### src/rtl/soc_top.sv
// Demo SoC top: after reset, streams a fixed boot message on a UART write-strobe
// interface, then lights the LED once the whole message has gone out.
module soc_top #(
  parameter int START_DELAY = 4,
  parameter int GAP_CYCLES  = 3,
  parameter int REPEAT      = 0
) (
  input  logic       CLK,
  input  logic       RST_N,
  output logic       uart_wr_valid,
  output logic [7:0] uart_wr_data,
  output logic       LED
);

  typedef enum logic [1:0] {
    ST_WAIT,
    ST_SEND,
    ST_GAP,
    ST_DONE
  } state_e;

  localparam logic [7:0] START_LAST = 8'(START_DELAY);
  localparam logic [7:0] GAP_LAST   = 8'(GAP_CYCLES - 1);
  localparam logic [3:0] LAST_IDX   = 4'd13;

  state_e     state_q, state_d;
  logic [3:0] idx_q, idx_d;
  logic [7:0] cnt_q, cnt_d;
  logic       valid_q, valid_d;
  logic [7:0] data_q, data_d;
  logic       led_q, led_d;

  function automatic logic [7:0] rom_byte(input logic [3:0] i);
    case (i)
      4'd0:    return 8'h48;
      4'd1:    return 8'h65;
      4'd2:    return 8'h6C;
      4'd3:    return 8'h6C;
      4'd4:    return 8'h6F;
      4'd5:    return 8'h2C;
      4'd6:    return 8'h20;
      4'd7:    return 8'h77;
      4'd8:    return 8'h6F;
      4'd9:    return 8'h72;
      4'd10:   return 8'h6C;
      4'd11:   return 8'h64;
      4'd12:   return 8'h21;
      4'd13:   return 8'h0A;
      default: return 8'h00;
    endcase
  endfunction

  // The strobe and its byte are loaded on the same edge that enters SEND,
  // so the SEND state and the registered valid always coincide.
  always_comb begin
    state_d = state_q;
    idx_d   = idx_q;
    cnt_d   = cnt_q;
    valid_d = 1'b0;
    data_d  = 8'h00;
    led_d   = led_q;
    case (state_q)
      ST_WAIT: begin
        if (cnt_q == START_LAST) begin
          state_d = ST_SEND;
          cnt_d   = 8'd0;
          valid_d = 1'b1;
          data_d  = rom_byte(idx_q);
        end else begin
          cnt_d = cnt_q + 8'd1;
        end
      end
      ST_SEND: begin
        if (idx_q == LAST_IDX && REPEAT == 0) begin
          state_d = ST_DONE;
          led_d   = 1'b1;
        end else begin
          if (idx_q == LAST_IDX) begin
            idx_d = 4'd0;
            led_d = ~led_q;
          end else begin
            idx_d = idx_q + 4'd1;
          end
          cnt_d = 8'd0;
          if (GAP_CYCLES == 0) begin
            state_d = ST_SEND;
            valid_d = 1'b1;
            data_d  = rom_byte(idx_d);
          end else begin
            state_d = ST_GAP;
          end
        end
      end
      ST_GAP: begin
        if (cnt_q == GAP_LAST) begin
          state_d = ST_SEND;
          cnt_d   = 8'd0;
          valid_d = 1'b1;
          data_d  = rom_byte(idx_q);
        end else begin
          cnt_d = cnt_q + 8'd1;
        end
      end
      ST_DONE: begin
        led_d = 1'b1;
      end
      default: begin
        state_d = ST_WAIT;
      end
    endcase
  end

  always_ff @(posedge CLK or negedge RST_N) begin
    if (!RST_N) begin
      state_q <= ST_WAIT;
      idx_q   <= 4'd0;
      cnt_q   <= 8'd0;
      valid_q <= 1'b0;
      data_q  <= 8'h00;
      led_q   <= 1'b0;
    end else begin
      state_q <= state_d;
      idx_q   <= idx_d;
      cnt_q   <= cnt_d;
      valid_q <= valid_d;
      data_q  <= data_d;
      led_q   <= led_d;
    end
  end

  assign uart_wr_valid = valid_q;
  assign uart_wr_data  = data_q;
  assign LED           = led_q;

endmodule

### config.mk
export PLATFORM = sky130hd
export DESIGN_NAME = soc_top
export DESIGN_NICKNAME = d
export VERILOG_FILES = /design/src/rtl/soc_top.sv
export SDC_FILE = /design/constraint.sdc
export NUM_CORES = 1
export LEC_CHECK = 0
export BUFFER_PORTS_ARGS = -buffer_cell sky130_fd_sc_hd__buf_2
export CAP_MARGIN = 10
export CORE_MARGIN = 2
export CORE_UTILIZATION = 52
export CTS_CLUSTER_SIZE = 30
export DETAILED_ROUTE_END_ITERATION = 8
export MAX_ROUTING_LAYER = met4
export PLACE_DENSITY = 0.74
export SYNTH_ARGS = -nofsm -noshare
export SYNTH_HDL_FRONTEND = slang
export SYNTH_SLANG_ARGS = --single-unit
### constraint.sdc
create_clock -name CLK -period 2 [get_ports CLK]
set_clock_uncertainty 0.15 [all_clocks]
set_input_delay 0 -clock CLK [delete_from_list [all_inputs] [get_ports CLK]]
set_output_delay 0 -clock CLK [all_outputs]
set_load 0.01 [all_outputs]
==> metrics.txt <==
global-route wire length before repair 4298 um; vias in the first global route 947; cell with the most instances after synthesis dfrtp_1; GRT Total Usage 20.81%; Critical Path Stages 7; worst min path class primary input to asynchronous set/reset pin; Lkg Pwr 0.8141 nW; # rows 18; CP cell instances inv_2, ha_4, or4bb_4, nor3_4, a21oi_2, nor2_2, mux2_4; Iteration-0 DRC Markers 14; Worst setup EP type flop; Slew Limit Fails 0; initial cell density of the core 54.70%; placeable core area 2477 sq um; Final ANT Viol Nets 0; router iterations before antenna repair 4; peak supply drop 0.0002953 V; reg2reg path depth 7; ANT cells 0; Die Y 55.05 um; fin cells 188; GR Overflow Total 0; total wire length 2628 um; Slew @ Worst Pin 0.5003 ns; drt drc 0; CTS root buffer clkbuf_4; RR Startpoint cnt_q[0]; Post-synth ARST share 100.0%; max incr delay on CP 0.50 ns; Die X 55.05 um; antenna violations before repair 0; dominant cells by area after synthesis dfrtp_1 42%, ha_1 14%, nor2_1 3.9%, a22o_2 3.7%, mux2_2 3.3%; f_max 0.4682 GHz; worst-skew pair later-pin latency 0.32 ns; Pwr Density 425.0 nW/um^2; CP max-delay cell or4bb_4; Arrival @ worst endpoint 2.20 ns; Post-synth EDFFs 0; Worst Path Required 2.07 ns; port buffer count 10; H-tree lvl count 1; routed via count 1028; CTS clock-pin slew for the worst setup and hold paths 0.13 ns; status complete, but fails checks; critical path start-end classification flop to flop; Final #Nets 176; cells after synthesis 133; yosys warns 0; Area growth syn-to-layout 21.61%; Final min period 2.136 ns; worst reg2reg path endpoint state_q[0]; Post-Syn Area 1355 sq um; crit share post-route 106.8%; Fillers 203; vias per cell 5.468; Yosys top cell area share 42.47%; Worst Path Buf+Inv 1; final setup vio count 8; I/O pin count 12; setup ws final -0.1356 ns; CP top delay family simple AND/OR/NAND/NOR gates; Yosys top cell by area dfrtp_1; RSZ-0062 raised after global routing true; Synth cell types 40; Most used DFF post-synth dfrtp_1; Seq/Total Area, Yosys 42.47%; failing checks negative setup slack; layout cells sized above 1 35.44%; routed len/inst 13.98 um; Max Cap Violations 0; GP Congestion 0.7759; final hold vios 0; syn_nets 150; Max clock buf depth 2; most frequent cells after synthesis 23 x dfrtp_1, 15 x ha_1, 14 x nor2_1, 10 x inv_1, 8 x o21ai_0; CTS tree yes; Inst Count DP 182; TritonCTS Buffers 3; DP Wirelength 1869 um; Max-slew headroom 66.65%; Clock Sinks 23; Mean Syn Cell Area 10.19 sq um; Post-Place Setup Slack -0.1049 ns; Worst Setup Start Kind flop; largest net degree at the start of global routing 24; Yosys reg bits 23; crit-path max FO 3; worst reg2reg setup slack -0.14 ns; die area 3030 sq um
flip-flops by register name (all words and copies together) (netlist names):
signal         count
LED                1
cnt_q              8
idx_q              4
state_q            2
uart_wr_data       7
uart_wr_valid      1
worst max path at each step:
stage	startpoint	end	slack (ns)
5_1_grt	cnt_q[0]	state_q[0]	-0.18
2_1_floorplan	cnt_q[0]	state_q[0]	-0.03
3_3_place_gp	cnt_q[0]	state_q[1]	-0.05
3_5_place_dp	cnt_q[0]	state_q[1]	-0.10
4_1_cts	cnt_q[0]	cnt_q[0]	-0.08
6_report	cnt_q[0]	state_q[0]	-0.14
where the power goes:
| group | internal (mW) | leakage, nW | switching [mW] |
|---|---|---|---|
| registers | 0.465 | 0.285 | 0 |
| clock network | 0.0765 | 0.0139 | 0.147 |
| logic | 0.00197 | 0.516 | 0.00949 |
placed cells by master (no fill, tap or decap), types with 2 or more instances in the layout:
master	count
mux2_4	3
o21ai_0	7
nor3_1	2
nand2_1	5
a21o_1	2
buf_2	10
mux2_2	2
a22o_2	5
nor2_2	2
nand3_1	5
o21ai_1	2
nor2b_1	3
a21oi_1	4
ha_1	12
nor2_1	13
nor3_4	2
nand2b_1	2
and3_2	2
buf_4	13
inv_1	9
clkbuf_4	3
dfrtp_1	23
xnor2_1	2
ha_4	2
through the flow:
| stage | TNS (ns) | cell area (sq um) | utilization [%] | hold slack [ns] | total power [mW] |
|---|---|---|---|---|---|
| 5_1_grt | -1.146 | 1648 | 66.52 | 0.04238 | 0.7323 |
| 3_5_place_dp | -0.2693 | 1521 | 61.41 | -0.1525 | 0.4846 |
| 3_3_place_gp | -0.09975 | 1521 | 61.41 | -0.1581 | 0.4844 |
| 6_report | -0.6807 | 1648 | 66.52 | 0.006399 | 0.7004 |
| 2_1_floorplan | -0.05680 | 1360 | - | -0.4456 | 0.4762 |
| 4_1_cts | -0.5443 | 1604 | 64.75 | 0.02202 | 0.7068 |
worst register-to-register path: cells and delay by family (launching register included):
kind            cells  cell delay (ns)
fa+ha+maj           1             0.15
simple gates        3             0.84
mux                 1             0.32
compound gates      1             0.05
buf+inv             1             0.11
flops               1             0.41
logic make-up after synthesis:
| logic type | after synthesis | synth area share [%] |
|---|---|---|
| compound gates | 29 | 14.68 |
| xor+xnor | 2 | 1.293 |
| fa+ha+maj | 15 | 13.85 |
| buf+inv | 13 | 3.970 |
| flops | 23 | 42.47 |
| mux | 7 | 6.832 |
| other cells | 1 | 0.2767 |
| simple gates | 43 | 16.62 |
what timing repair did:
action,in CTS,in global routing
pin swaps,4,4
endpoints found under the hold margin,23,0
gates resized for setup,9,8
buffers inserted,0,1
endpoints found under the setup margin,8,14
hold buffers,1,0
area by class of cell:
class	instances	area, sq um	area share (%)
inverters	10	37.54	2.278
clock inverters	1	7.507	0.4556
repair buffers	24	157.7	9.567
flip-flops and latches	23	575.6	34.93
multi-input cells	97	809.5	49.13
clock buffers	3	22.52	1.367
well taps	30	37.54	2.278
routing by layer:
layer	vias up	part of all wire (%)	GRT usage [%]
met5	-	0	-
li1	510	-	-
met4	0	1.8	7.724
met2	19	46	30.16
met1	494	48	28.60
met3	5	4.0	4.570
Note: power is estimated with default switching activity, not from simulation.
